<file path="config.mk">
export PLATFORM = sky130hd
export DESIGN_NAME = stdp_update_scheduler_flat
export DESIGN_NICKNAME = d
export VERILOG_FILES = /design/src/rtl/stdp_update_scheduler_if.sv /design/src/rtl/stdp_update_scheduler.sv /design/src/flat_wrapper.sv
export SDC_FILE = /design/constraint.sdc
export NUM_CORES = 1
export LEC_CHECK = 0
export BUFFER_PORTS_ARGS = -buffer_cell sky130_fd_sc_hd__buf_2
export CAP_MARGIN = 20
export CORE_MARGIN = 5
export CORE_UTILIZATION = 62
export DETAILED_ROUTE_END_ITERATION = 8
export PLACE_DENSITY = 0.77
export SYNTH_ARGS = -nofsm -noshare
export SYNTH_HDL_FRONTEND = slang
export SYNTH_SLANG_ARGS = --single-unit
</file>
<file path="constraint.sdc">
create_clock -name clk -period 11.8 [get_ports clk]
set_input_delay 1.18 -clock clk [delete_from_list [all_inputs] [get_ports clk]]
set_output_delay 1.18 -clock clk [all_outputs]
set_load 0.01 [all_outputs]
</file>
<file path="src/rtl/stdp_update_scheduler_if.sv">
// Weight-update request channel between the STDP scheduler and the shared
// weight-update unit.
//   upd_valid  request valid (scheduler -> weight unit)
//   upd_ready  weight unit accepts the request this cycle
//   upd_idx    presynaptic index to update
//   upd_ltp    1 = potentiate, 0 = depress
//   upd_dt     spike-time difference in cycles
interface stdp_update_scheduler_if #(
  parameter int NUM_PRE = 4,
  parameter int TW      = 8
);
  localparam int IW = $clog2(NUM_PRE);

  logic          upd_valid;
  logic          upd_ready;
  logic [IW-1:0] upd_idx;
  logic          upd_ltp;
  logic [TW-1:0] upd_dt;

  modport master (
    output upd_valid,
    output upd_idx,
    output upd_ltp,
    output upd_dt,
    input  upd_ready
  );

  modport slave (
    input  upd_valid,
    input  upd_idx,
    input  upd_ltp,
    input  upd_dt,
    output upd_ready
  );
endinterface

</file>
<file path="src/rtl/stdp_update_scheduler.sv">
// STDP update scheduler.
// Tracks time since the last spike on each presynaptic line and on the
// postsynaptic line, turns pairings inside the STDP window into LTP/LTD
// requests, and issues them round-robin, one per cycle at most, to a single
// shared weight-update unit.
// Ports:
//   clk, rst    clock and synchronous active-high reset
//   pre_spike   NUM_PRE one-cycle presynaptic spike pulses
//   post_spike  one-cycle postsynaptic spike pulse
//   upd         request channel (master side): valid/ready, idx, ltp, dt
//   busy        a request is pending or upd_valid is high (combinational)
//   ovw_cnt     saturating count of pending requests that were overwritten
module stdp_update_scheduler #(
  parameter int NUM_PRE = 4,
  parameter int TW      = 8,
  parameter int WINDOW  = 16
) (
  input  logic                           clk,
  input  logic                           rst,
  input  logic [NUM_PRE-1:0]             pre_spike,
  input  logic                           post_spike,
  stdp_update_scheduler_if.master        upd,
  output logic                           busy,
  output logic [7:0]                     ovw_cnt
);

  localparam int NS = 2 * NUM_PRE;
  localparam int SW = $clog2(NS);
  localparam logic [TW-1:0] TMAX = {TW{1'b1}};
  localparam logic [TW:0]   WIN  = (TW+1)'(WINDOW);

  typedef enum logic {IDLE, ISSUE} state_t;

  function automatic logic [TW-1:0] sat_inc(input logic [TW-1:0] t);
    return (t == TMAX) ? TMAX : t + TW'(1);
  endfunction

  function automatic logic in_window(input logic [TW-1:0] dt);
    return {1'b0, dt} < WIN;
  endfunction

  function automatic logic [7:0] sat_add8(input logic [7:0] cnt, input logic [SW:0] n);
    logic [8:0] sum;
    sum = {1'b0, cnt} + 9'(n);
    return (sum > 9'd255) ? 8'hFF : sum[7:0];
  endfunction

  logic [TW-1:0] pre_t [NUM_PRE];
  logic [TW-1:0] post_t;
  logic [NS-1:0] pend;
  logic [TW-1:0] slot_dt [NS];
  logic [SW-1:0] rr_ptr;
  state_t        state;

  logic [NS-1:0] set_vec;
  logic [TW-1:0] set_dt [NS];
  logic          found;
  logic [SW-1:0] gnt;
  int            s;
  logic          grant_en;
  logic [NS-1:0] clr_vec;
  logic [NS-1:0] ovw_vec;
  logic [SW:0]   n_ovw;

  // Event capture: slot 2i holds LTP of input i, slot 2i+1 holds LTD of input i.
  // dt is the pre-edge timer plus one, so a spike one edge earlier gives dt=1.
  always_comb begin
    set_vec = '0;
    for (int i = 0; i < NUM_PRE; i++) begin
      set_dt[2*i]   = pre_spike[i] ? '0 : sat_inc(pre_t[i]);
      set_dt[2*i+1] = sat_inc(post_t);
      if (post_spike)
        set_vec[2*i] = pre_spike[i] || in_window(set_dt[2*i]);
      else
        set_vec[2*i+1] = pre_spike[i] && in_window(set_dt[2*i+1]);
    end
  end

  // Round-robin pick: walking the offsets downwards leaves the smallest
  // offset from rr_ptr as the winner without needing an early exit.
  always_comb begin
    found = 1'b0;
    gnt   = '0;
    s     = 0;
    for (int k = NS - 1; k >= 0; k--) begin
      s = int'(rr_ptr) + k;
      if (s >= NS) s = s - NS;
      if (pend[s]) begin
        found = 1'b1;
        gnt   = SW'(s);
      end
    end
  end

  assign grant_en = found && ((state == IDLE) || !upd.upd_valid || upd.upd_ready);
  assign clr_vec  = grant_en ? (NS'(1) << gnt) : '0;

  // A slot granted on this edge is leaving, so a new event for it starts a
  // fresh request rather than overwriting one.
  assign ovw_vec = set_vec & pend & ~clr_vec;

  always_comb begin
    n_ovw = '0;
    for (int j = 0; j < NS; j++) n_ovw = n_ovw + (SW+1)'(ovw_vec[j]);
  end

  assign busy = upd.upd_valid | (|pend);

  // Stored dt per slot is only meaningful while its pending bit is set.
  always_ff @(posedge clk) begin
    for (int j = 0; j < NS; j++)
      if (set_vec[j]) slot_dt[j] <= set_dt[j];
  end

  always_ff @(posedge clk) begin
    if (rst) begin
      for (int i = 0; i < NUM_PRE; i++) pre_t[i] <= TMAX;
      post_t        <= TMAX;
      pend          <= '0;
      rr_ptr        <= '0;
      state         <= IDLE;
      ovw_cnt       <= '0;
      upd.upd_valid <= 1'b0;
      upd.upd_idx   <= '0;
      upd.upd_ltp   <= 1'b0;
      upd.upd_dt    <= '0;
    end else begin
      for (int i = 0; i < NUM_PRE; i++)
        pre_t[i] <= pre_spike[i] ? '0 : sat_inc(pre_t[i]);
      post_t  <= post_spike ? '0 : sat_inc(post_t);
      // Set wins over the grant clear on the same edge.
      pend    <= (pend & ~clr_vec) | set_vec;
      ovw_cnt <= sat_add8(ovw_cnt, n_ovw);

      case (state)
        IDLE: begin
          if (grant_en) begin
            upd.upd_valid <= 1'b1;
            upd.upd_idx   <= gnt[SW-1:1];
            upd.upd_ltp   <= ~gnt[0];
            upd.upd_dt    <= slot_dt[gnt];
            rr_ptr        <= (gnt == SW'(NS-1)) ? '0 : gnt + SW'(1);
            state         <= ISSUE;
          end
        end
        ISSUE: begin
          if (!upd.upd_valid || upd.upd_ready) begin
            if (grant_en) begin
              upd.upd_valid <= 1'b1;
              upd.upd_idx   <= gnt[SW-1:1];
              upd.upd_ltp   <= ~gnt[0];
              upd.upd_dt    <= slot_dt[gnt];
              rr_ptr        <= (gnt == SW'(NS-1)) ? '0 : gnt + SW'(1);
            end else begin
              upd.upd_valid <= 1'b0;
              state         <= IDLE;
            end
          end
        end
        default: state <= IDLE;
      endcase
    end
  end

endmodule

</file>
<file path="src/flat_wrapper.sv">
// flat-port wrapper written by rule: the top's interface ports become plain ports
module stdp_update_scheduler_flat 
#(
  parameter int NUM_PRE = 4,
  parameter int TW      = 8,
  parameter int WINDOW  = 16
)
  (clk, rst, pre_spike, post_spike, busy, ovw_cnt, upd_upd_valid, upd_upd_idx, upd_upd_ltp, upd_upd_dt, upd_upd_ready);
  stdp_update_scheduler_if #(.NUM_PRE(NUM_PRE), .TW(TW)) upd_i ();
  input  logic clk;
  input  logic rst;
  input  logic [NUM_PRE-1:0] pre_spike;
  input  logic post_spike;
  output logic busy;
  output logic [7:0] ovw_cnt;
  output wire logic [$bits(upd_i.upd_valid)-1:0] upd_upd_valid;
  output wire logic [$bits(upd_i.upd_idx)-1:0] upd_upd_idx;
  output wire logic [$bits(upd_i.upd_ltp)-1:0] upd_upd_ltp;
  output wire logic [$bits(upd_i.upd_dt)-1:0] upd_upd_dt;
  input wire logic [$bits(upd_i.upd_ready)-1:0] upd_upd_ready;
  assign upd_upd_valid = upd_i.upd_valid;
  assign upd_upd_idx = upd_i.upd_idx;
  assign upd_upd_ltp = upd_i.upd_ltp;
  assign upd_upd_dt = upd_i.upd_dt;
  assign upd_i.upd_ready = upd_upd_ready;
  stdp_update_scheduler #(.NUM_PRE(NUM_PRE), .TW(TW), .WINDOW(WINDOW)) u_core (.clk(clk), .rst(rst), .pre_spike(pre_spike), .post_spike(post_spike), .upd(upd_i), .busy(busy), .ovw_cnt(ovw_cnt));
endmodule
</file>
; ---- Word level (Yosys, flattened, before mapping)
; Memories as Yosys holds them, arrays and structs flattened.
; Index checks and enable logic that the tools add are counted.
[totals]
reg_bits = 40
mem_bits_rw = 96
inputBits = 8
out_inout_bits = 21
word_cells = 224
memories = 2
[memory_table]
columns = name, words, word_bits, rd, rd_ports_with_merged_regs, write_ports, line_no
row1 = u_core.slot_dt, 8, 8, 1, 0, 4, stdp_update_scheduler.sv:51  ; logic [TW-1:0] slot_dt [NS];
row2 = u_core.pre_t, 4, 8, 4, 0, 4, stdp_update_scheduler.sv:48  ; logic [TW-1:0] pre_t [NUM_PRE];
[op_classes]
addsub = 29
magnitude_cmp = 22
eq_ne = 8
n_shift = 1
n_mux = 122
bitwise = 12
reduce_logical = 19
[ops]
columns = cell, count
row1 = less-than comparator 32 x 5 -> 1 bit (second input constant), 8
row2 = two-way mux 32 bit, 8
row3 = >= comparator 32 x 5 -> 1 bit (second input constant), 7
row4 = subtractor 32 x 5 -> 32 bit (second input constant), 7
row5 = two-way mux 8 bit, 22
row6 = two-way mux 1 bit, 61
row7 = two-way mux 3 bit, 15
row8 = adder 8 x 1 -> 8 bit (second input constant), 5
row9 = == test 8 bit (second input constant), 5
row10 = less-than comparator 8 x 5 -> 1 bit (second input constant), 5
row11 = OR reduction 8 bit, 5
row12 = adder 4 x 1 -> 4 bit, 6
row13 = AND 8 bit, 3
row14 = binary-select mux 1 bit (select 3 bit), 8
row15 = adder 3 x 3 -> 4 bit (second input constant), 4
row16 = case mux 8 bit (2 select lines), 1
row17 = adder 8 x 4 -> 9 bit, 1
row18 = > comparator 9 x 8 -> 1 bit (second input constant), 1
row19 = adder 3 x 2 -> 4 bit (second input constant), 2
row20 = NOT 8 bit, 1
row21 = OR 8 bit, 1
row22 = left shift 1 x 3 -> 8 bit (first input constant), 1
row23 = logical OR 1 bit, 7
row24 = case mux 1 bit (2 select lines), 3
row25 = other kinds (16), 26

; ---- Depth between registers and ports, before layout
; Gate-level depths: netlist of run 1.
[logic_depth]
ltp_word = 28
depth_mapped = 29
depth_no_buf = 26

; ---- Worst setup path before layout of run 1
; OpenSTA, ideal clock, no wires.
[synth_path]
path_kind = reg-to-reg
from = reg u_core.rr_ptr[0]
to = reg u_core.ovw_cnt[5]
setup_time_ns = 0.132
t_arrival_ns = 6.666
required_ns = 11.668
setup_slack_ns = 5.001
path_stages_with_launch = 28
n_path_buf = 3
synth_period_minus_slack_ns = 6.799
cell_sequence = dfxtp_1 > buf_6 > inv_2 > ha_1 > buf_6 > mux2_1 > mux4_2 > a22oi_1 > o221ai_1 > mux2i_1 > buf_4 > or2_2 > o31ai_1 > nor2_1 > ha_1 > inv_1 > fa_1 > fa_1 > fa_1 > fa_1 > inv_1 > ha_1 > a21o_1 > a21oi_1 > nor2b_1 > o21ai_0 > xor2_1 > a21oi_1
[synth_via]
elab_chain_len = 28
word_cells_on_any_way = 86
classes_between = 23 x add/sub / 9 x order compare / 1 x shift / 50 x mux / 2 x bitwise / 1 x reduce/logical
[synth_lines]
columns = element, line_no
row1 = from (decl), stdp_update_scheduler.sv:52  ; logic [SW-1:0] rr_ptr;
row2 = from (signal assigned), stdp_update_scheduler.sv:142  ; rr_ptr <= (gnt == SW'(NS-1)) ? '0 : gnt + SW'(1);
row3 = from (signal assigned), stdp_update_scheduler.sv:153  ; rr_ptr <= (gnt == SW'(NS-1)) ? '0 : gnt + SW'(1);
row4 = adder 3 x 3 -> 4 bit, stdp_update_scheduler.sv:86  ; s = int'(rr_ptr) + k;
row5 = subtractor 32 x 5 -> 32 bit or >= comparator 32 x 5 -> 1 bit (tied branches), stdp_update_scheduler.sv:87  ; if (s >= NS) s = s - NS;
row6 = two-way mux 32 bit, stdp_update_scheduler.sv:87
row7 = binary-select mux 1 bit (select 3 bit), stdp_update_scheduler.sv:88  ; if (pend[s]) begin
row8 = two-way mux 1 bit (not written as such) (2 in series), stdp_update_scheduler.sv:88
row9 = two-way mux 3 bit or two-way mux 1 bit (tied branches) (8 in series), stdp_update_scheduler.sv:88
row10 = left shift 1 x 3 -> 8 bit or logical AND 1 bit (tied branches), "stdp_update_scheduler.sv:96, stdp_update_scheduler.sv:95"
row11 = two-way mux 8 bit *, stdp_update_scheduler.sv:96  ; assign clr_vec = grant_en ? (NS'(1) << gnt) : '0;
row12 = NOT 8 bit *, stdp_update_scheduler.sv:100  ; assign ovw_vec = set_vec & pend & ~clr_vec;
row13 = AND 8 bit *, stdp_update_scheduler.sv:100
row14 = adder 1 x 1 -> 2 bit, stdp_update_scheduler.sv:104  ; for (int j = 0; j < NS; j++) n_ovw = n_ovw + (SW+1)'(ovw_vec[j]);
row15 = adder 4 x 1 -> 4 bit (5 in series), stdp_update_scheduler.sv:104
row16 = adder 4 x 1 -> 4 bit *, stdp_update_scheduler.sv:104
row17 = adder 8 x 4 -> 9 bit *, stdp_update_scheduler.sv:44  ; sum = {1'b0, cnt} + 9'(n);
row18 = > comparator 9 x 8 -> 1 bit, stdp_update_scheduler.sv:45  ; return (sum > 9'd255) ? 8'hFF : sum[7:0];
row19 = two-way mux 8 bit *, stdp_update_scheduler.sv:45
row20 = to (signal assigned), stdp_update_scheduler.sv:133  ; ovw_cnt <= sat_add8(ovw_cnt, n_ovw);
row21 = to (decl), stdp_update_scheduler.sv:24  ; output logic [7:0] ovw_cnt
; Mark *: on every way between the ends. The rest lies on a longest branch, timed or not. The select of a mux whose other input is x is not followed.
; A chain may end at the register's enable or synchronous reset.

; ---- Worst setup path after layout of run 1
[layout_path]
from = reg u_core.rr_ptr[0]
to = reg u_core.ovw_cnt[7]
; The elaborated chain is that of the path after synthesis.

==> impl_metrics.tcl, run 1 <==
set metrics [dict create \
    fin_setup_tns_ns 0 \
    place_inst 787 \
    yosysSeqAreaShare_pct 48.09 \
    fillCellCount 767 \
    power_frac_clock_pct 31.0 \
    die_w_um 115.9 \
    grt_pass1_wl_mm 24.83 \
    fin_crit_sh_pct 69.22 \
    ys_types 64 \
    coreArea_mm2 0.01094 \
    final_nets 695 \
    h-tree-depth 4 \
    tightestPinTransition_ns 0.7966 \
    cts_setup_buffers 0 \
    path_class "flop to flop" \
    vias_per_cell 6.072 \
    yosys_warnings 0 \
    clock-sinks 135 \
    drive_gt1_share_pct 17.23 \
    start_kind "flop" \
    dpl_worst_slack_ns 3.643 \
    fin_ws_ns 3.633 \
    fmax_mhz 122.4 \
    min_period_ns 8.167 \
    switching_share_pct 34.35 \
    p_int_mw 1.166 \
    clkLatencyLatePin_ns 0.42 \
    crit_arrival_ns 8.50 \
    ys.flop_type "dfxtp_1" \
    layout.cells.most_common "dfxtp_1" \
    initial_core_util_pct 63.57 \
    ys_ff_latch 135 \
    rsz0062_at_grt "no" \
    holdCritPathClass "flop to flop" \
    antenna_left 0 \
    gp_congestion 0.9132 \
    drc_errors 0 \
    pwr_density_cell_mw_per_mm2 228.9 \
    clock_skew_ns 0.006586 \
    grtUsageTotal_pct 24.19 \
    setup_violations 0 \
    syn_avg_cell_area_um2 10.81 \
    comb_power_share_pct 35.3 \
    clk_pin_slew_ns 0.06 \
    ctsHoldBuffers 0 \
    areaGrowthSynthToFinish_pct 11.59 \
    routed_wl_mm 14.93 \
    cp_max_fo 37 \
    cts_root_buf "clkbuf_16" \
    syn_area_mm2 0.006952 \
    fp-row-count 38 \
    ir_worst_vdd_mv 0.1483 \
    synth_nets 672 \
    die-height_um 115.9 \
    vias 4973 \
    drv_slew 0 \
    end_kind "flop" \
    pin_count 29 \
    grt_max_degree 61 \
    cts_max_path_buffers 2 \
    synth_edf_count 64 \
    power_mw 1.776 \
    cts_tree "yes" \
    antenna_cells 0 \
    dieArea_mm2 0.01343 \
    routedWlPerCell_um 18.22 \
    grt_pass1_vias 4922 \
    dr.first_iter.drc_count 511 \
    ctsResizeCount 0 \
    hold_viol_final 0 \
    required_ns 12.13 \
    synth_cells 643 \
    slew_headroom_pct 46.53 \
    dr.pass1.iters 5 \
    numCtsBuffers 17 \
    final_cell_mix "dfxtp_1 (71), edfxtp_1 (64), mux2i_1 (58)" \
    power.leakage_nw 3.328 \
    port_buffers 28 \
    layout.cells.non_filler 819 \
    max_cap_violations 0 \
    p_seq_share_pct 33.8 \
    async_reset_ff_share_pct 0 \
    antenna_found_initial 0 \
    post-dp-hpwl_mm 10.29 \
    outcome "finished clean" \
    gr-total-overflow 0 \
    net-switching-power_mw 0.6099 \
]
==> stage by stage <==
stage	util, %	area, µm²	hold slack (ns)
detailed placement	65.25	7136	0.4579
global route	70.94	7757	0.4958
CTS	70.94	7757	0.4657
global placement	65.25	7136	0.4458
floorplan	-	6952	0.4805
finish	70.94	7757	0.4686
==> flip-flops by register name, summed over array words and instances (netlist names) <==
name / count
u_core.rr_ptr: 3
u_core.slot_dt: 64
u_core.pre_t: 32
u_core.state: 1
u_core.upd.upd_idx: 2
u_core.upd.upd_valid: 1
u_core.post_t: 8
u_core.pend: 8
u_core.upd.upd_dt: 8
u_core.ovw_cnt: 8
==> critical path, stage by stage, from the launching register on <==
cell      delay (ns)
dfxtp_1         0.83
inv_2           0.16
ha_1            0.74
mux2_2          0.40
mux4_2          0.51
a22oi_1         0.21
o221ai_1        0.21
mux2i_4         0.23
buf_4           0.35
or2_2           0.38
o31ai_1         0.26
nor2_1          0.08
ha_1            0.28
inv_1           0.05
fa_1            0.50
fa_1            0.51
fa_1            0.48
fa_1            0.55
inv_1           0.06
ha_1            0.28
a21o_1          0.16
a21oi_1         0.22
nor2b_1         0.09
o21ai_0         0.23
nor3_1          0.08
a211oi_1        0.22
==> cells in the mapped netlist (12+ instances only) <==
master,count,area [µm²]
o21ai_0,20,100.1
nand2_1,37,138.9
a21oi_1,49,245.2
nand3_1,25,125.1
dfxtp_1,71,1421
inv_1,28,105.1
mux2i_1,59,590.6
or2_2,29,181.4
nor3_1,18,90.09
xor2_1,12,105.1
ha_1,16,200.2
edfxtp_1,64,1922
clkbuf_1,15,56.30
nor2_1,41,153.9
==> logic make-up after synthesis <==
kind of cell | count (synthesis) | synth area share (%)
muxes | 82 | 14.22
adders and majority gates | 21 | 4.320
AOI/OAI and AO/OA | 120 | 11.20
DFF | 135 | 48.09
buffers and inverters | 62 | 4.499
xor gates and xnor gates | 23 | 2.898
and+or+nand+nor | 200 | 14.78
==> layer usage <==
metal | track usage [%] | part of all wire (%)
met5 | 0 | 0
met4 | 9.358 | 2.3
met3 | 4.909 | 5.0
met2 | 40.97 | 50
met1 | 30.63 | 43
==> final timing paths <==
check                                                         from                                  to  slack (ns)  cells after the start
worst max-delay path                 u_core.rr_ptr[0]$_SDFFE_PP0P_        u_core.ovw_cnt[7]$_SDFF_PP0_        3.63                     25
worst min-delay path            u_core.upd.upd_idx[1]$_SDFFE_PP0P_  u_core.upd.upd_idx[1]$_SDFFE_PP0P_        0.47                      2
worst max register to register       u_core.rr_ptr[0]$_SDFFE_PP0P_        u_core.ovw_cnt[7]$_SDFF_PP0_        3.63                     25
worst min register to register  u_core.upd.upd_idx[1]$_SDFFE_PP0P_  u_core.upd.upd_idx[1]$_SDFFE_PP0P_        0.47                      2
==> power by group through the flow <==
| stage | logic, mW | registers, mW | clock network [mW] |
|---|---|---|---|
| finish | 0.626 | 0.600 | 0.550 |
| global route | 0.684 | 0.607 | 0.581 |
| CTS | 0.622 | 0.599 | 0.556 |
| detailed placement | 0.617 | 0.609 | 0 |
| global placement | 0.603 | 0.606 | 0 |
| floorplan | 0.526 | 0.588 | 0 |
==> area by class of cell <==
cell class / count / area [µm²] / share of cell area (%)
clock inverters: 13 / 178.9 / 2.306
repair buffers: 35 / 192.7 / 2.484
well taps: 140 / 175.2 / 2.258
multi-input cells: 446 / 3308 / 42.65
clock buffers: 19 / 442.9 / 5.710
flip-flops and latches: 135 / 3343 / 43.10
inverters: 31 / 116.4 / 1.500
No activity file was read; power rests on OpenSTA's default activity.
==> run 2, diff against run 1 <==
--- a/config.mk
+++ b/config.mk
@@ -5,6 +5,7 @@
 export SDC_FILE = /design/constraint.sdc
 export NUM_CORES = 1
 export LEC_CHECK = 0
+export ABC_AREA = 1
 export BUFFER_PORTS_ARGS = -buffer_cell sky130_fd_sc_hd__buf_2
 export CAP_MARGIN = 20
 export CORE_MARGIN = 5
==> constraint.sdc (replaced) <==
create_clock -name clk -period 7.6 [get_ports clk]
set_input_delay 0.76 -clock clk [delete_from_list [all_inputs] [get_ports clk]]
set_output_delay 0.76 -clock clk [all_outputs]
set_load 0.01 [all_outputs]
==> run 2 against run 1 <==
Sequential power increased by 51%. Maximum frequency rose by 19%. Design area decreased by 1.4%. Flip-flop and latch count stayed put. Largest cell class unchanged.
==> impl_metrics.tcl, run 2 <==
set metrics [dict create \
    outcome "finished clean" \
    vias_per_cell 5.602 \
    min_period_ns 6.850 \
    pwr_density_cell_mw_per_mm2 490.4 \
    initial_core_util_pct 63.58 \
    power.leakage_nw 3.641 \
    ys_ff_latch 135 \
    switching_share_pct 49.54 \
    final_nets 918 \
    end_kind "flop" \
    grt_max_degree 34 \
    drv_slew 0 \
    antenna_cells 0 \
    final_cell_mix "nand2_1 (253), nand3_1 (109), inv_1 (95)" \
    die_w_um 115.7 \
    min_path_cells 2 \
    required_ns 8.07 \
    ys_types 43 \
    antenna_left 0 \
    cts_setup_buffers 0 \
    power_frac_clock_pct 18.1 \
    routedWlPerCell_um 16.25 \
    vias 5837 \
    clock_skew_ns 0.006154 \
    max_cap_violations 0 \
    reg_top3 "u_core.slot_dt: 64 flops, u_core.pre_t: 32 flops" \
    path_class "flop to flop" \
    cpMaxStageDelayCell "dfxtp_1" \
    gp_congestion 0.9209 \
    top_register "u_core.slot_dt" \
    synth_nets 884 \
    layout.cells.non_filler 1042 \
    grtUsageTotal_pct 27.08 \
    min_from "u_core.ovw_cnt[7]$_SDFF_PP0_" \
    h-tree-depth 4 \
    final_util_pct 70.24 \
    p_int_mw 1.892 \
    grt_pass1_wl_mm 27.95 \
    areaGrowthSynthToFinish_pct 10.46 \
    multiInputGateArea_mm2 0.003003 \
    gr-total-overflow 0 \
    drive_gt1_share_pct 12.97 \
    hold_path_end "u_core.ovw_cnt[6]$_SDFF_PP0_" \
    yosysTopAreaCellShare_pct 27.76 \
    dr.first_iter.drc_count 637 \
    cp_max_fo 11 \
    grt_pass1_vias 5805 \
    clkLatencyLatePin_ns 0.53 \
    r2r-end "u_core.ovw_cnt[5]$_SDFF_PP0_" \
    cts_max_path_buffers 2 \
    layout.cells.most_common "nand2_1" \
    reg2reg_depth 29 \
    cts_tree "yes" \
    rrSetupSlack_ns 0.75 \
    comb_power_share_pct 57.7 \
    hold_viol_final 0 \
    synth_area_leaders "edfxtp_1 (28%), dfxtp_1 (21%), nand2_1 (14%)" \
    async_reset_ff_share_pct 0 \
    slowest_delay_ns 0.57 \
    yosysSeqAreaShare_pct 48.29 \
    syn_avg_cell_area_um2 8.097 \
    coreArea_mm2 0.01089 \
    place_inst 1010 \
    ir_worst_vdd_mv 0.2690 \
    post-dp-hpwl_mm 12.33 \
    power_mw 3.750 \
    slew_headroom_pct 50.79 \
    start_kind "flop" \
    clock-sinks 135 \
    setup_violations 0 \
    fin_setup_tns_ns 0 \
    holdCritPathClass "flop to flop" \
    fmax_mhz 146.0 \
    dieArea_mm2 0.01338 \
    fin_crit_sh_pct 90.13 \
    timing.rr.start "u_core.rr_ptr[1]$_SDFFE_PP0P_" \
    yosys_warnings 0 \
    ys.flop_type "dfxtp_1" \
    drc_errors 0 \
    fp-row-count 38 \
    numCtsBuffers 17 \
    net-switching-power_mw 1.858 \
    tightestPinTransition_ns 0.7304 \
    antenna_found_initial 0 \
    path_common_cell "fa_1" \
    syn_area_mm2 0.006923 \
    synthTopCellsByCount "nand2_1 (253), nand3_1 (109), inv_1 (95)" \
    clk_pin_slew_ns 0.06 \
    rsz0062_at_grt "no" \
    synth_cells 855 \
    pin_count 29 \
    fillCellCount 870 \
    p_seq_share_pct 24.1 \
    die-height_um 115.7 \
    synth_top_area_cell "edfxtp_1" \
    crit_arrival_ns 7.32 \
    port_buffers 28 \
    cts_root_buf "clkbuf_8" \
    dr.pass1.iters 6 \
    synth.most_common_cell "nand2_1" \
    seq_area_mm2 0.003344 \
    largest_reg_flops 64 \
    synth_edf_count 64 \
    routed_wl_mm 16.93 \
]
[run 2: changes by cell type in the layout (fill, tap and decap cells not counted), moves of 8 or more]
cell,change
inv_1,+67
or2_2,-12
and3_1,-10
nand2_1,+216
mux2i_1,-58
and2_1,-8
nand3_1,+84
mux4_2,-11
inv_2,+11
o221a_1,-8
[run 2: power by group through the flow]
stage / Combinational (mW) / Sequential (mW) / Clock [mW]
6_report: 2.17 / 0.905 / 0.680
5_1_grt: 2.43 / 0.914 / 0.724
4_1_cts: 2.15 / 0.904 / 0.690
3_5_place_dp: 2.13 / 0.919 / 0
3_3_place_gp: 2.11 / 0.915 / 0
2_1_floorplan: 1.71 / 0.900 / 0
[run 2: kinds of logic (layout without fill, tap and decap cells)]
family                   Yosys count  count (layout)  share of synthesized area [%]
buffers and inverters            134             181                          8.332
adder cells (fa/ha/maj)           21              21                          4.338
XOR/XNOR                          17              17                          2.259
flip-flops                       135             135                          48.29
AND/OR/NAND/NOR                  455             455                          29.53
AO/OA/AOI/OAI                     93              93                          7.248
[run 2: worst max path at each step]
stage / startpoint / to / slack (ns) / depth (start not counted)
6_report: u_core.rr_ptr[1]$_SDFFE_PP0P_ / u_core.ovw_cnt[5]$_SDFF_PP0_ / 0.75 / 29
5_1_grt: u_core.rr_ptr[0]$_SDFFE_PP0P_ / u_core.ovw_cnt[7]$_SDFF_PP0_ / 0.21 / 30
4_1_cts: u_core.rr_ptr[0]$_SDFFE_PP0P_ / u_core.ovw_cnt[5]$_SDFF_PP0_ / 0.56 / 29
3_5_place_dp: u_core.rr_ptr[0]$_SDFFE_PP0P_ / u_core.ovw_cnt[5]$_SDFF_PP0_ / 0.65 / 30
3_3_place_gp: u_core.rr_ptr[0]$_SDFFE_PP0P_ / u_core.ovw_cnt[5]$_SDFF_PP0_ / 0.99 / 30
2_1_floorplan: u_core.post_t[0]$_SDFF_PP1_ / u_core.ovw_cnt[5]$_SDFF_PP0_ / 1.64 / 23
[run 2: stage by stage]
| stage | hold WS, ns | instance area [µm²] | setup slack (ns) |
|---|---|---|---|
| final | 0.5091 | 7647 | 0.7504 |
| after global routing | 0.5362 | 7647 | 0.2120 |
| after CTS | 0.5044 | 7646 | 0.5558 |
| after detailed placement | 0.5021 | 7159 | 0.6541 |
| after global placement | 0.4852 | 7159 | 0.9864 |
| after floorplan | 0.4658 | 6923 | 1.636 |
[run 2: area by class of cell]
type                    instances  area share, %
flip-flops and latches        135          43.73
multi-input cells             586          39.27
clock buffers                  19          5.514
inverters                     110          5.432
repair buffers                 39          2.912
well taps                     140          2.291
clock inverters                13         0.8508
[run 2: worst max-delay path: cells and delay by family (launching register included)]
kind | cells | cell delay (ns)
fa+ha+maj | 7 | 3.21
flops | 1 | 0.57
compound gates | 5 | 0.91
buf+inv | 7 | 0.71
simple gates | 10 | 1.40
[run 2: what timing repair did]
| action | 4_1_cts | 5_1_grt |
|---|---|---|
| hold endpoints to repair | 0 | 0 |
| setup endpoints to repair | 0 | 2 |
| hold buffers | 0 | 0 |
| gates resized for setup | 0 | 1 |
[run 2: per-layer routing]
metal  up-vias  part of all wire (%)  track usage, %
met4         0                   2.8           11.83
met1      2745                    42           33.11
met2       188                    50           46.68
met3        50                   5.6           5.379
li1       2854                     -               -
met5         -                     0               0
==> run 3, diff against run 2 <==
--- a/config.mk
+++ b/config.mk
@@ -6,12 +6,12 @@
 export NUM_CORES = 1
 export LEC_CHECK = 0
 export ABC_AREA = 1
-export BUFFER_PORTS_ARGS = -buffer_cell sky130_fd_sc_hd__buf_2
 export CAP_MARGIN = 20
 export CORE_MARGIN = 5
 export CORE_UTILIZATION = 62
 export DETAILED_ROUTE_END_ITERATION = 8
-export PLACE_DENSITY = 0.77
+export DONT_BUFFER_PORTS = 1
+export PLACE_DENSITY = 0.75
 export SYNTH_ARGS = -nofsm -noshare
 export SYNTH_HDL_FRONTEND = slang
 export SYNTH_SLANG_ARGS = --single-unit
==> run 3 against run 2 <==
Critical path depth increased by 1. Sequential power increased by 0.8%. Clock skew up 0.0062 ns. Cell count down 2.7%. Worst setup slack worse by 0.058 ns. Hold slack got worse by 0.20 ns. Die area unchanged.
==> impl_metrics.tcl, run 3 (synthesis gave the netlist of run 2 again) <==
set metrics [dict create \
    drc_errors 0 \
    drv_slew 0 \
    top_register "u_core.slot_dt" \
    tightestPinTransition_ns 1.042 \
    cts_tree "yes" \
    antenna_found_initial 0 \
    required_ns 8.01 \
    h-tree-depth 4 \
    pwr_density_cell_mw_per_mm2 506.0 \
    dr.first_iter.drc_count 694 \
    setup_violations 0 \
    port_buffers 0 \
    grtUsageTotal_pct 27.26 \
    fp-row-count 38 \
    net-switching-power_mw 1.858 \
    reg_top3 "u_core.slot_dt: 64 flops, u_core.pre_t: 32 flops" \
    start_kind "flop" \
    max_cap_violations 0 \
    dieArea_mm2 0.01338 \
    post-dp-hpwl_mm 12.46 \
    power_mw 3.840 \
    numCtsBuffers 17 \
    holdCritPathClass "primary input to flop" \
    p_int_mw 1.981 \
    p_seq_share_pct 23.8 \
    slew_headroom_pct 29.83 \
    fmax_mhz 144.8 \
    die_w_um 115.7 \
    power.leakage_nw 3.554 \
    crit_arrival_ns 7.32 \
    cpMaxStageDelayCell "dfxtp_1" \
    clkLatencyLatePin_ns 0.53 \
    cp_max_fo 11 \
    ctsResizeCount 0 \
    grt_max_degree 34 \
    fin_setup_tns_ns 0 \
    end_kind "flop" \
    min_period_ns 6.908 \
    gp_congestion 0.9377 \
    gr-total-overflow 0 \
    antenna_cells 0 \
    pin_count 29 \
    largest_reg_flops 64 \
    path_common_cell "fa_1" \
    grt_pass1_vias 5714 \
    antenna_left 0 \
    initial_core_util_pct 63.58 \
    clock_skew_ns 0.01235 \
    clock-sinks 135 \
    grt_pass1_wl_mm 28.24 \
    slowest_delay_ns 0.55 \
    rsz0062_at_grt "no" \
    routedWlPerCell_um 16.82 \
    path_class "flop to flop" \
    worst-path-buf-inv 7 \
    cts_max_path_buffers 2 \
    drive_gt1_share_pct 10.30 \
    ir_worst_vdd_mv 0.3124 \
    areaGrowthSynthToFinish_pct 9.615 \
    vias 5777 \
    cts_setup_buffers 0 \
    final_cell_mix "nand2_1 (253), nand3_1 (109), inv_1 (95)" \
    comb_power_share_pct 55.5 \
    dr.pass1.iters 5 \
    ctsHoldBuffers 0 \
    outcome "finished clean" \
    fin_crit_sh_pct 90.89 \
    cts_root_buf "clkbuf_8" \
    power_frac_clock_pct 20.7 \
    die-height_um 115.7 \
    layout.cells.most_common "nand2_1" \
    switching_share_pct 48.40 \
    clk_pin_slew_ns 0.06 \
    vias_per_cell 5.697 \
    coreArea_mm2 0.01089 \
    final_nets 890 \
    routed_wl_mm 17.06 \
    crit_family "adder cells" \
    hold_viol_final 0 \
]
## run 3: metrics by stage
stage | hold WS, ns | cell area (µm²) | std cells | util, % | setup WS [ns]
2_1_floorplan | 0.4658 | 6923 | 855 | - | 1.636
3_3_place_gp | 0.4899 | 7012 | 981 | 64.40 | 0.9637
3_5_place_dp | 0.4967 | 7012 | 981 | 64.40 | 0.7796
4_1_cts | 0.2754 | 7584 | 1013 | 69.65 | 0.7516
5_1_grt | 0.2686 | 7589 | 1014 | 69.70 | 0.1523
6_report | 0.3098 | 7589 | 1014 | 69.70 | 0.6920
## run 3: power by group through the flow
stage	clock, mW	combinational (mW)	sequential, mW
after floorplan	0	1.71	0.900
after global placement	0	2.07	0.924
after detailed placement	0	2.08	0.926
after CTS	0.805	2.10	0.912
after global routing	0.840	2.40	0.919
final	0.795	2.13	0.912
## run 3: layout make-up
cell class,count,area (µm²)
Clock inverter,10,128.9
Sequential cell,135,3343
Timing Repair Buffer,11,80.08
Clock buffer,22,442.9
Tap cell,140,175.2
Inverter,110,415.4
Fill cell,856,3299
Multi-Input combinational cell,586,3003
## run 3: routing by layer
layer | global-route usage (%) | wire length (µm) | vias to the layer above
li1 | - | - | 2804
met1 | 34.58 | 7161 | 2739
met2 | 46.88 | 8555 | 196
met3 | 5.379 | 934 | 38
met4 | 9.358 | 408 | 0
met5 | 0 | 0 | -
## run 3: path summary, 6_finish.rpt
path / start / endpoint / slack (ns) / cells after the start
worst max-delay path: u_core.rr_ptr[1]$_SDFFE_PP0P_ / u_core.ovw_cnt[7]$_SDFF_PP0_ / 0.69 / 30
worst min-delay path: rst / u_core.pend[2]$_SDFF_PP0_ / 0.31 / 1
worst max register to register: u_core.rr_ptr[1]$_SDFFE_PP0P_ / u_core.ovw_cnt[7]$_SDFF_PP0_ / 0.69 / 30
worst min register to register: u_core.state$_SDFF_PP0_ / u_core.state$_SDFF_PP0_ / 0.51 / 2
